[src/rtl/frame_pixel_unpacker_pkg.sv]
// Shared definitions for the VLC receiver front end: FSM encodings, default
// frame geometry and the luma weighting shift.
package frame_pixel_unpacker_pkg;

  typedef enum logic [1:0] {
    ST_IDLE = 2'd0,
    ST_RUN  = 2'd1,
    ST_DONE = 2'd2
  } state_t;

  localparam int DEF_WIDTH     = 180;
  localparam int DEF_HEIGHT    = 350;
  localparam int DEF_CHANNELS  = 3;
  localparam int DEF_THRESHOLD = 90;

  // (R + 2G + B) has total weight 4, so the weighted sum is divided by 2^2.
  localparam int LUMA_SHIFT = 2;

  // Counter width that stays at least one bit for single-valued ranges.
  function automatic int cnt_width(input int n);
    return (n > 1) ? $clog2(n) : 1;
  endfunction

endpackage

[src/rtl/frame_pixel_unpacker_rgb_to_gray.sv]
// Collects the colour bytes of one pixel and presents its luma combinationally
// while the final channel byte is on the input.
module rgb_to_gray
  import frame_pixel_unpacker_pkg::*;
#(
  parameter int CHANNELS = DEF_CHANNELS,
  parameter int CW       = cnt_width(DEF_CHANNELS)
) (
  input  logic          clk,
  input  logic          rst_n,
  input  logic          take,
  input  logic [CW-1:0] ch,
  input  logic [7:0]    datain,
  output logic [7:0]    gray
);

  if (CHANNELS == 1) begin : g_mono
    assign gray = datain;
  end else begin : g_rgb
    logic [7:0] r_q;
    logic [7:0] g_q;
    logic [7:0] b;
    logic [9:0] sum;

    // NOTE: the byte holders are reset so a pixel interrupted by reset can never
    // leak stale colour into the first pixel of the next frame.
    always_ff @(posedge clk or negedge rst_n) begin
      if (!rst_n) begin
        r_q <= '0;
        g_q <= '0;
      end else if (take) begin
        if (ch == CW'(0)) r_q <= datain;
        if (ch == CW'(1)) g_q <= datain;
      end
    end

    if (CHANNELS == 4) begin : g_rgbx
      // Blue is not the last byte here (the pad byte is), so it must be held.
      logic [7:0] b_q;
      always_ff @(posedge clk or negedge rst_n) begin
        if (!rst_n)                       b_q <= '0;
        else if (take && ch == CW'(2))    b_q <= datain;
      end
      assign b = b_q;
    end else begin : g_rgb3
      assign b = datain;
    end

    // 10 bits hold the worst case 4*255, so the sum never wraps.
    assign sum  = {2'b00, r_q} + {1'b0, g_q, 1'b0} + {2'b00, b};
    assign gray = 8'(sum >> LUMA_SHIFT);
  end

endmodule

[src/rtl/frame_pixel_unpacker.sv]
// Camera byte stream to pixel converter: counts channel/x/y, builds luma and a
// thresholded bit, and marks frame start, end and aborted transfers.
module frame_pixel_unpacker
  import frame_pixel_unpacker_pkg::*;
#(
  parameter int WIDTH     = DEF_WIDTH,
  parameter int HEIGHT    = DEF_HEIGHT,
  parameter int CHANNELS  = DEF_CHANNELS,
  parameter int THRESHOLD = DEF_THRESHOLD,
  localparam int XW       = $clog2(WIDTH),
  localparam int YW       = $clog2(HEIGHT)
) (
  input  logic          clk,
  input  logic          rst_n,
  input  logic          start,
  input  logic          din_valid,
  input  logic [7:0]    datain,
  output logic          pix_valid,
  output logic [XW-1:0] pix_x,
  output logic [YW-1:0] pix_y,
  output logic [7:0]    pix_gray,
  output logic          pix_bit,
  output logic          sof,
  output logic          eof,
  output logic          frame_err,
  output logic          busy
);

  localparam int CW = cnt_width(CHANNELS);

  state_t        state, state_nxt;
  logic [CW-1:0] ch;
  logic [XW-1:0] x;
  logic [YW-1:0] y;
  logic          take, last_ch, last_x, last_y;
  logic          pix_done, frame_last, abort;
  logic [7:0]    gray;

  // Bytes arriving in DONE are swallowed without effect.
  always_comb begin
    take       = start && din_valid && (state != ST_DONE);
    last_ch    = (ch == CW'(CHANNELS - 1));
    last_x     = (x == XW'(WIDTH - 1));
    last_y     = (y == YW'(HEIGHT - 1));
    pix_done   = take && last_ch;
    frame_last = pix_done && last_x && last_y;
    abort      = (state == ST_RUN) && !start;
  end

  // NOTE: sequential state uses non-blocking assignments only, so every
  // register sees the pre-edge value of its neighbours.
  always_ff @(posedge clk or negedge rst_n) begin
    if (!rst_n) state <= ST_IDLE;
    else        state <= state_nxt;
  end

  always_comb begin
    state_nxt = state;
    unique case (state)
      ST_IDLE: if (start) state_nxt = ST_RUN;
      ST_RUN: begin
        if (!start)          state_nxt = ST_IDLE;
        else if (frame_last) state_nxt = ST_DONE;
      end
      ST_DONE: if (!start) state_nxt = ST_IDLE;
      default:               state_nxt = ST_IDLE;
    endcase
  end

  always_comb begin
    busy = (state == ST_RUN);
  end

  // Channel/x/y counters; an abort or a completed frame rewinds them to 0.
  always_ff @(posedge clk or negedge rst_n) begin
    if (!rst_n) begin
      ch <= '0;
      x  <= '0;
      y  <= '0;
    end else if (abort) begin
      ch <= '0;
      x  <= '0;
      y  <= '0;
    end else if (take) begin
      if (last_ch) begin
        ch <= '0;
        if (last_x) begin
          x <= '0;
          y <= last_y ? '0 : y + 1'b1;
        end else begin
          x <= x + 1'b1;
        end
      end else begin
        ch <= ch + 1'b1;
      end
    end
  end

  rgb_to_gray #(
    .CHANNELS (CHANNELS),
    .CW       (CW)
  ) u_rgb_to_gray (
    .clk    (clk),
    .rst_n  (rst_n),
    .take   (take),
    .ch     (ch),
    .datain (datain),
    .gray   (gray)
  );

  // Pixel fields hold between strobes; sof/eof/frame_err are single-cycle.
  always_ff @(posedge clk or negedge rst_n) begin
    if (!rst_n) begin
      pix_valid <= 1'b0;
      pix_x     <= '0;
      pix_y     <= '0;
      pix_gray  <= '0;
      pix_bit   <= 1'b0;
      sof       <= 1'b0;
      eof       <= 1'b0;
      frame_err <= 1'b0;
    end else begin
      pix_valid <= pix_done;
      sof       <= pix_done && (x == '0) && (y == '0);
      eof       <= frame_last;
      frame_err <= abort;
      if (pix_done) begin
        pix_x    <= x;
        pix_y    <= y;
        pix_gray <= gray;
        pix_bit  <= (int'(gray) >= THRESHOLD);
      end
    end
  end

endmodule
[config.mk]
export PLATFORM = sky130hd
export DESIGN_NAME = frame_pixel_unpacker
export DESIGN_NICKNAME = d
export VERILOG_FILES = /design/src/rtl/frame_pixel_unpacker_pkg.sv /design/src/rtl/frame_pixel_unpacker_rgb_to_gray.sv /design/src/rtl/frame_pixel_unpacker.sv
export SDC_FILE = /design/constraint.sdc
export NUM_CORES = 1
export LEC_CHECK = 0
export CAP_MARGIN = 20
export CORE_ASPECT_RATIO = 0.7
export CORE_MARGIN = 2
export CORE_UTILIZATION = 40
export CTS_CLUSTER_DIAMETER = 50
export DETAILED_ROUTE_END_ITERATION = 6
export PLACE_DENSITY_LB_ADDON = 0.25
export SYNTH_ARGS = -nofsm -noshare
export SYNTH_HDL_FRONTEND = slang
export SYNTH_SLANG_ARGS = --single-unit
[constraint.sdc]
create_clock -name clk -period 3.3 [get_ports clk]
set_input_delay 0.33 -clock clk [delete_from_list [all_inputs] [get_ports clk]]
set_output_delay 0.33 -clock clk [all_outputs]
set_load 0.02 [all_outputs]
Word-level counts from Yosys, hierarchy flattened
Index checks and enable logic that the tools add are counted.
Word-level totals
  flip-flop bits (word level): 67
  bits in latches: 0
  RAM bits: 0
  bits in read-only memories: 0
  bits of input ports: 12
  output and inout bits: 31
  word-level logic and storage cells: 68
  memories kept: 0
Cells by class
  $add $sub $neg: 5
  multiply operators: 0
  div/mod/pow operators: 0
  $lt $le $gt $ge: 1
  equal/unequal tests: 10
  shift-type cells: 0
  mux-type cells: 17
  bitwise operators: 0
  reduce and logical (&&, ||, !) cells: 21
Operators by type and width (number)
  $mux W9: 5
  $mux W8: 4
  $mux W2: 7
  $add A10 B8 Y10: 1
  $add A8 B9 Y10: 1
  $add A9 B1 Y9 const B: 1
  $eq A9 B9 Y1 const B: 1
  $logic_not A9 Y1: 1
  $add A8 B1 Y8 const B: 1
  $eq A8 B8 Y1 const B: 1
  $ge A8 B7 Y1 const B: 1
  $logic_and A1 B1 Y1: 8
  $logic_not A8 Y1: 1
  $ne A2 B2 Y1 const B: 3
  $pmux W2 S3: 1
  $reduce_and A2 Y1: 3
  $reduce_and A3 Y1: 2
  $reduce_bool A2 Y1: 3
  $eq A2 B1 Y1 const B: 2
  $eq A2 B2 Y1 const B: 2
  $logic_not A2 Y1: 2
  $ne A3 B2 Y1 const B: 1
  $add A2 B1 Y2 const B: 1
  $logic_not A1 Y1: 1

Logic depth before layout (Yosys ltp)
  depth after elaboration: 8
  mapped depth: 11
  mapped depth without buffers: 11

Cells and area by module
Synthesis repeated with hierarchy kept, for this count alone.
Unflattened totals
  cell total of the unflattened synthesis: 297
  area, all modules: 3447.1 um^2
By module, submodules not included
  frame_pixel_unpacker: instances 1, cells an instance 212, area an instance 2376.0 um^2, sequential area each 1276.2 um^2
  rgb_to_gray: instances 1, cells an instance 85, area an instance 1071.0 um^2, sequential area each 400.4 um^2

Least setup slack after synthesis
Ideal clock, no wire load.
  path kind: reg2reg
  start point: register u_rgb_to_gray.g_rgb.g_q[0]
  end point: register pix_bit
  setup time: 0.082 ns
  arrival: 2.400 ns
  data required time: 3.218 ns
  slack: 0.818 ns
  stages on the path, launching flop included: 12
  buffers on the path: 0
  clock period less this slack: 2.482 ns
  path through: dfrtp_1 -> inv_1 -> fa_1 -> and3b_2 -> inv_1 -> fa_1 -> nor2b_1 -> o21a_1 -> nor3_1 -> a2111oi_4 -> o21ai_1 -> a31oi_1
Between the ends
  cells in the longest elaborated chain, start to end: 3
RTL lines
  from (decl): RTL line frame_pixel_unpacker_rgb_to_gray.sv:21  | logic [7:0] g_q;
  from (signal assigned): RTL line frame_pixel_unpacker_rgb_to_gray.sv:33  | if (ch == CW'(1)) g_q <= datain;
  $add A8 B9 Y10: RTL line frame_pixel_unpacker_rgb_to_gray.sv:50  | assign sum = {2'b00, r_q} + {1'b0, g_q, 1'b0} + {2'b00, b};
  $add A10 B8 Y10: RTL line frame_pixel_unpacker_rgb_to_gray.sv:50
  $ge A8 B7 Y1: RTL line frame_pixel_unpacker.sv:131  | pix_bit <= (int'(gray) >= THRESHOLD);
  to (signal assigned): RTL line frame_pixel_unpacker.sv:131
  to (decl): RTL line frame_pixel_unpacker.sv:22  | output logic pix_bit,
Every way passes these cells.
A chain may end at the register's enable or synchronous reset.

Final worst setup path
  start point: input port datain[1]
  end point: register pix_bit
Between the ends
  cells in the longest elaborated chain, start to end: 2
RTL lines
  from (decl): RTL line frame_pixel_unpacker.sv:17  | input logic [7:0] datain,
  $add A10 B8 Y10: RTL line frame_pixel_unpacker_rgb_to_gray.sv:50
  $ge A8 B7 Y1: RTL line frame_pixel_unpacker.sv:131
Every way passes these cells.

==> run_summary.xml <==
<?xml version="1.0" encoding="UTF-8"?>
<metrics>
  <group name="job">
    <metric name="max_cap_violations" unit="">0</metric>
  </group>
  <group name="worst_setup_path">
    <metric name="critPathRequiredTime" unit="ps">3550</metric>
    <metric name="cpLargestDelayFamily" unit="">adder cells</metric>
    <metric name="path_buf_inv" unit="">3</metric>
    <metric name="crit_fanout" unit="">4</metric>
    <metric name="worstPathArrival" unit="ps">3140</metric>
    <metric name="critPathSlowestCell" unit="">sky130_fd_sc_hd__clkdlybuf4s50_1</metric>
    <metric name="cpPeakStageDelay" unit="ps">500</metric>
    <metric name="worst-setup-path-type" unit="">input pin to flip-flop</metric>
    <metric name="worstPathCellList" unit="">clkdlybuf4s50_1, inv_1, fa_1, and3b_2, inv_1, fa_1, nor2b_1, o21a_1, nor3_1, a2111oi_4, o21ai_1, a31oi_1</metric>
    <metric name="start_kind" unit="">input pin</metric>
    <metric name="cp-end-kind" unit="">flip-flop</metric>
  </group>
  <group name="layout">
    <metric name="post_route_cells_drive_above_1_share" unit="%">12.34</metric>
    <metric name="final_cell_count_no_fill" unit="">482</metric>
    <metric name="postLayoutCoreUtil" unit="%">52.39</metric>
    <metric name="final_net_count" unit="">408</metric>
    <metric name="syn_to_final_growth" unit="%">25.63</metric>
    <metric name="n_antenna_cell" unit="">0</metric>
  </group>
  <group name="grt">
    <metric name="globalRouteTotalUtil" unit="%">17.23</metric>
    <metric name="grt_first_pass_wirelength" unit="um">12210</metric>
    <metric name="antenna_found_initial" unit="">0</metric>
    <metric name="grt_remaining_overflow" unit="">0</metric>
    <metric name="vias_in_the_first_global_route" unit="">2550</metric>
    <metric name="pin_count_of_the_biggest_net_entering_global_routing" unit="">44</metric>
  </group>
  <group name="synthesis">
    <metric name="synth_edf_count" unit="">0</metric>
    <metric name="synth_top_cell_area_share" unit="%">50.43</metric>
    <metric name="dominantRegCellSynth" unit="">sky130_fd_sc_hd__dfrtp_1</metric>
    <metric name="synthesis.area_per_instance" unit="um2">10.20</metric>
    <metric name="synth.cells.most_frequent" unit="">sky130_fd_sc_hd__nand2_1 (77), sky130_fd_sc_hd__dfrtp_1 (67), sky130_fd_sc_hd__nor2_1 (20)</metric>
    <metric name="area_of_the_mapped_netlist" unit="um2">3324</metric>
    <metric name="synthesis.nets" unit="">358</metric>
    <metric name="synthArstFlopShare" unit="%">100.0</metric>
    <metric name="syn-instance-count" unit="">326</metric>
    <metric name="synth.area.top_cells" unit="">sky130_fd_sc_hd__dfrtp_1 (50%), sky130_fd_sc_hd__nand2_1 (8.7%), sky130_fd_sc_hd__mux2_2 (5.1%)</metric>
    <metric name="synth.lib_cells_used.distinct" unit="">48</metric>
    <metric name="synth.most_common_cell" unit="">sky130_fd_sc_hd__nand2_1</metric>
    <metric name="synth-seq-cells" unit="">67</metric>
    <metric name="yosys_warnings" unit="">0</metric>
    <metric name="seq_area_frac_synth" unit="%">50.43</metric>
    <metric name="yosysTopAreaCell" unit="">sky130_fd_sc_hd__dfrtp_1</metric>
  </group>
  <group name="clocking">
    <metric name="numClockSinks" unit="">67</metric>
    <metric name="tritoncts_clock_tree" unit="">built</metric>
    <metric name="clock_insertion_delay_worst_skew" unit="ps">330</metric>
    <metric name="cts_inserted_buffers" unit="">9</metric>
    <metric name="clockRootBuffer" unit="">sky130_fd_sc_hd__clkbuf_16</metric>
    <metric name="post_cts_resized" unit="">0</metric>
    <metric name="clk_transition_reported_paths" unit="ps">60</metric>
    <metric name="cts_htree_levels" unit="">3</metric>
    <metric name="clock_buffer_depth" unit="">2</metric>
  </group>
  <group name="die">
    <metric name="design.core.area" unit="um2">7973</metric>
    <metric name="floorplan.initialDensity" unit="%">41.70</metric>
    <metric name="die_area" unit="um2">9068</metric>
    <metric name="die_width" unit="um">113.0</metric>
    <metric name="die-height" unit="um">80.28</metric>
    <metric name="rows" unit="">27</metric>
    <metric name="ioPinCount" unit="">43</metric>
  </group>
  <group name="detailed_routing">
    <metric name="wirelength" unit="um">7001</metric>
    <metric name="dr.max_layer_used" unit="">met4</metric>
    <metric name="drt-met1-wl" unit="um">3633</metric>
    <metric name="first_pass_iteration_count_of_the_detailed_router" unit="">7</metric>
    <metric name="routed_wire_length_per_instance" unit="um">14.52</metric>
    <metric name="drtAntennaViolNets" unit="">0</metric>
    <metric name="avgViaCountPerCell" unit="">5.170</metric>
    <metric name="met3RoutedLength" unit="um">278</metric>
    <metric name="num_vias" unit="">2492</metric>
    <metric name="post-route-drc-count" unit="">2</metric>
    <metric name="dr.first_iter.drc_count" unit="">136</metric>
    <metric name="met2WireLength" unit="um">2995</metric>
  </group>
  <group name="sta">
    <metric name="fin_crit_sh" unit="%">87.62</metric>
    <metric name="totalNegativeSetupSlack" unit="ps">0</metric>
    <metric name="minimum_clock_period" unit="ps">2891</metric>
    <metric name="clock.fmax" unit="MHz">345.9</metric>
    <metric name="final_hold_viol_count" unit="">0</metric>
    <metric name="tightestPinTransition" unit="ps">849.8</metric>
    <metric name="rsz0062_at_grt" unit="">false</metric>
    <metric name="finalClockSkew" unit="ps">7.424</metric>
    <metric name="holdWs" unit="ps">418.8</metric>
    <metric name="timing_max_transition_violations_final" unit="">0</metric>
    <metric name="setup_violations" unit="">0</metric>
    <metric name="worst_relative_slew_slack" unit="%">43.04</metric>
  </group>
  <group name="pwr">
    <metric name="fin_total_pwr" unit="W">0.003223</metric>
    <metric name="power_density" unit="nW/um2">771.6</metric>
    <metric name="ir_drop" unit="mV">0.3210</metric>
    <metric name="leakage_power" unit="nW">1.888</metric>
  </group>
  <group name="min_path">
    <metric name="hold_path.class" unit="">input pin to asynchronous set/reset pin</metric>
  </group>
  <group name="placed_design">
    <metric name="place.detailed.hpwl" unit="um">5003</metric>
    <metric name="place.detailed.instances" unit="">464</metric>
    <metric name="gpl.final_weighted_congestion" unit="">0.8796</metric>
    <metric name="numPortBuffers" unit="">42</metric>
  </group>
  <group name="outcome">
    <metric name="status" unit="">complete, but fails checks</metric>
    <metric name="violated_checks" unit="">design-rule violations</metric>
  </group>
</metrics>
==> sequential cells by signal (all words and copies together), names as in the netlist <==
signal and flops:
ch 2, eof 1, frame_err 1, pix_bit 1
pix_gray 8, pix_valid 1, pix_x 8, pix_y 9
sof 1, state 2, u_rgb_to_gray.g_rgb.g_q 8, u_rgb_to_gray.g_rgb.r_q 8
x 8, y 9
==> worst reg2reg max path, cell delays in order (launching register included) <==
cell and delay, ps:
sky130_fd_sc_hd__dfrtp_1 400, sky130_fd_sc_hd__fa_1 460, sky130_fd_sc_hd__ha_1 380, sky130_fd_sc_hd__a21o_1 220, sky130_fd_sc_hd__a311oi_2 340, sky130_fd_sc_hd__o21ai_0 240, sky130_fd_sc_hd__a2111oi_4 360, sky130_fd_sc_hd__o21ai_1 90
sky130_fd_sc_hd__a31oi_1 160
==> path summary, 6_finish.rpt <==
kind	from	to	slack (ps)	depth (start not counted)
worst max-delay path	datain[1]	pix_bit	410	12
worst min-delay path	rst_n	pix_y[8]	420	2
worst max register to register	u_rgb_to_gray.g_rgb.g_q[2]	pix_bit	570	8
worst min register to register	state[0]	state[0]	460	1
max in group asynchronous	rst_n	x[1]	2170	4
min in group clk	state[0]	state[0]	460	1
==> final cells by class <==
class | count | area (um2)
fillers | 727 | 3796
clock inverters | 5 | 36.28
inverters | 12 | 45.04
well taps | 101 | 126.4
flip-flops and latches | 67 | 1677
repair buffers | 48 | 475.5
multi-input cells | 238 | 1564
clock buffers | 11 | 252.7
==> layout by cell type (no fill, tap or decap), types with 3 or more instances in the layout <==
master and count:
sky130_fd_sc_hd__nand4_1 6, sky130_fd_sc_hd__clkinvlp_4 3, sky130_fd_sc_hd__o21ai_1 5, sky130_fd_sc_hd__a31oi_1 3, sky130_fd_sc_hd__clkbuf_16 9, sky130_fd_sc_hd__nor4_1 3, sky130_fd_sc_hd__clkdlybuf4s50_1 41, sky130_fd_sc_hd__ha_1 12
sky130_fd_sc_hd__nor2_1 20, sky130_fd_sc_hd__mux2_2 15, sky130_fd_sc_hd__o21ai_0 18, sky130_fd_sc_hd__nand2b_1 3, sky130_fd_sc_hd__buf_4 4, sky130_fd_sc_hd__nand2_1 77, sky130_fd_sc_hd__fa_1 8, sky130_fd_sc_hd__nor2b_1 3
sky130_fd_sc_hd__and3_1 4, sky130_fd_sc_hd__nor3b_1 3, sky130_fd_sc_hd__nand3_1 9, sky130_fd_sc_hd__xor2_1 4, sky130_fd_sc_hd__inv_1 10, sky130_fd_sc_hd__nor3_1 4, sky130_fd_sc_hd__dfrtp_1 67, sky130_fd_sc_hd__a21oi_1 9
==> through the flow <==
stage,setup slack (ps),cell area [um2]
floorplan,818.3,3324
global placement,166.9,3857
detailed placement,52.52,3857
CTS,408.0,4146
global route,210.4,4177
finish,408.6,4177
==> per-layer routing <==
layer | global-route usage [%] | vias to the layer above
met5 | 0 | -
met4 | 6.341 | 0
li1 | - | 1221
met2 | 26.39 | 50
met3 | 4.453 | 10
met1 | 23.76 | 1211
==> cell families after synthesis <==
kind of cell	after synthesis	synth area share, %
buffers and inverters	21	2.522
and+or+nand+nor	142	19.68
DFF	67	50.43
xor gates and xnor gates	7	2.070
AOI/OAI and AO/OA	53	10.54
muxes	16	5.420
adders and majority gates	20	9.334
==> power breakdown <==
group / internal, W / switching [W]
clock network: 0.000550 / 0.000360
registers: 0.000971 / 0.000109
logic: 0.000568 / 0.000665
total: 0.00209 / 0.00113
==> repair_timing <==
| item | in CTS | in global routing |
|---|---|---|
| endpoints found under the hold margin | 0 | 10 |
| setup buffers | 0 | 0 |
| hold buffers | 0 | 1 |
| endpoints found under the setup margin | 0 | 0 |
Note: power is estimated with default switching activity, not from simulation.
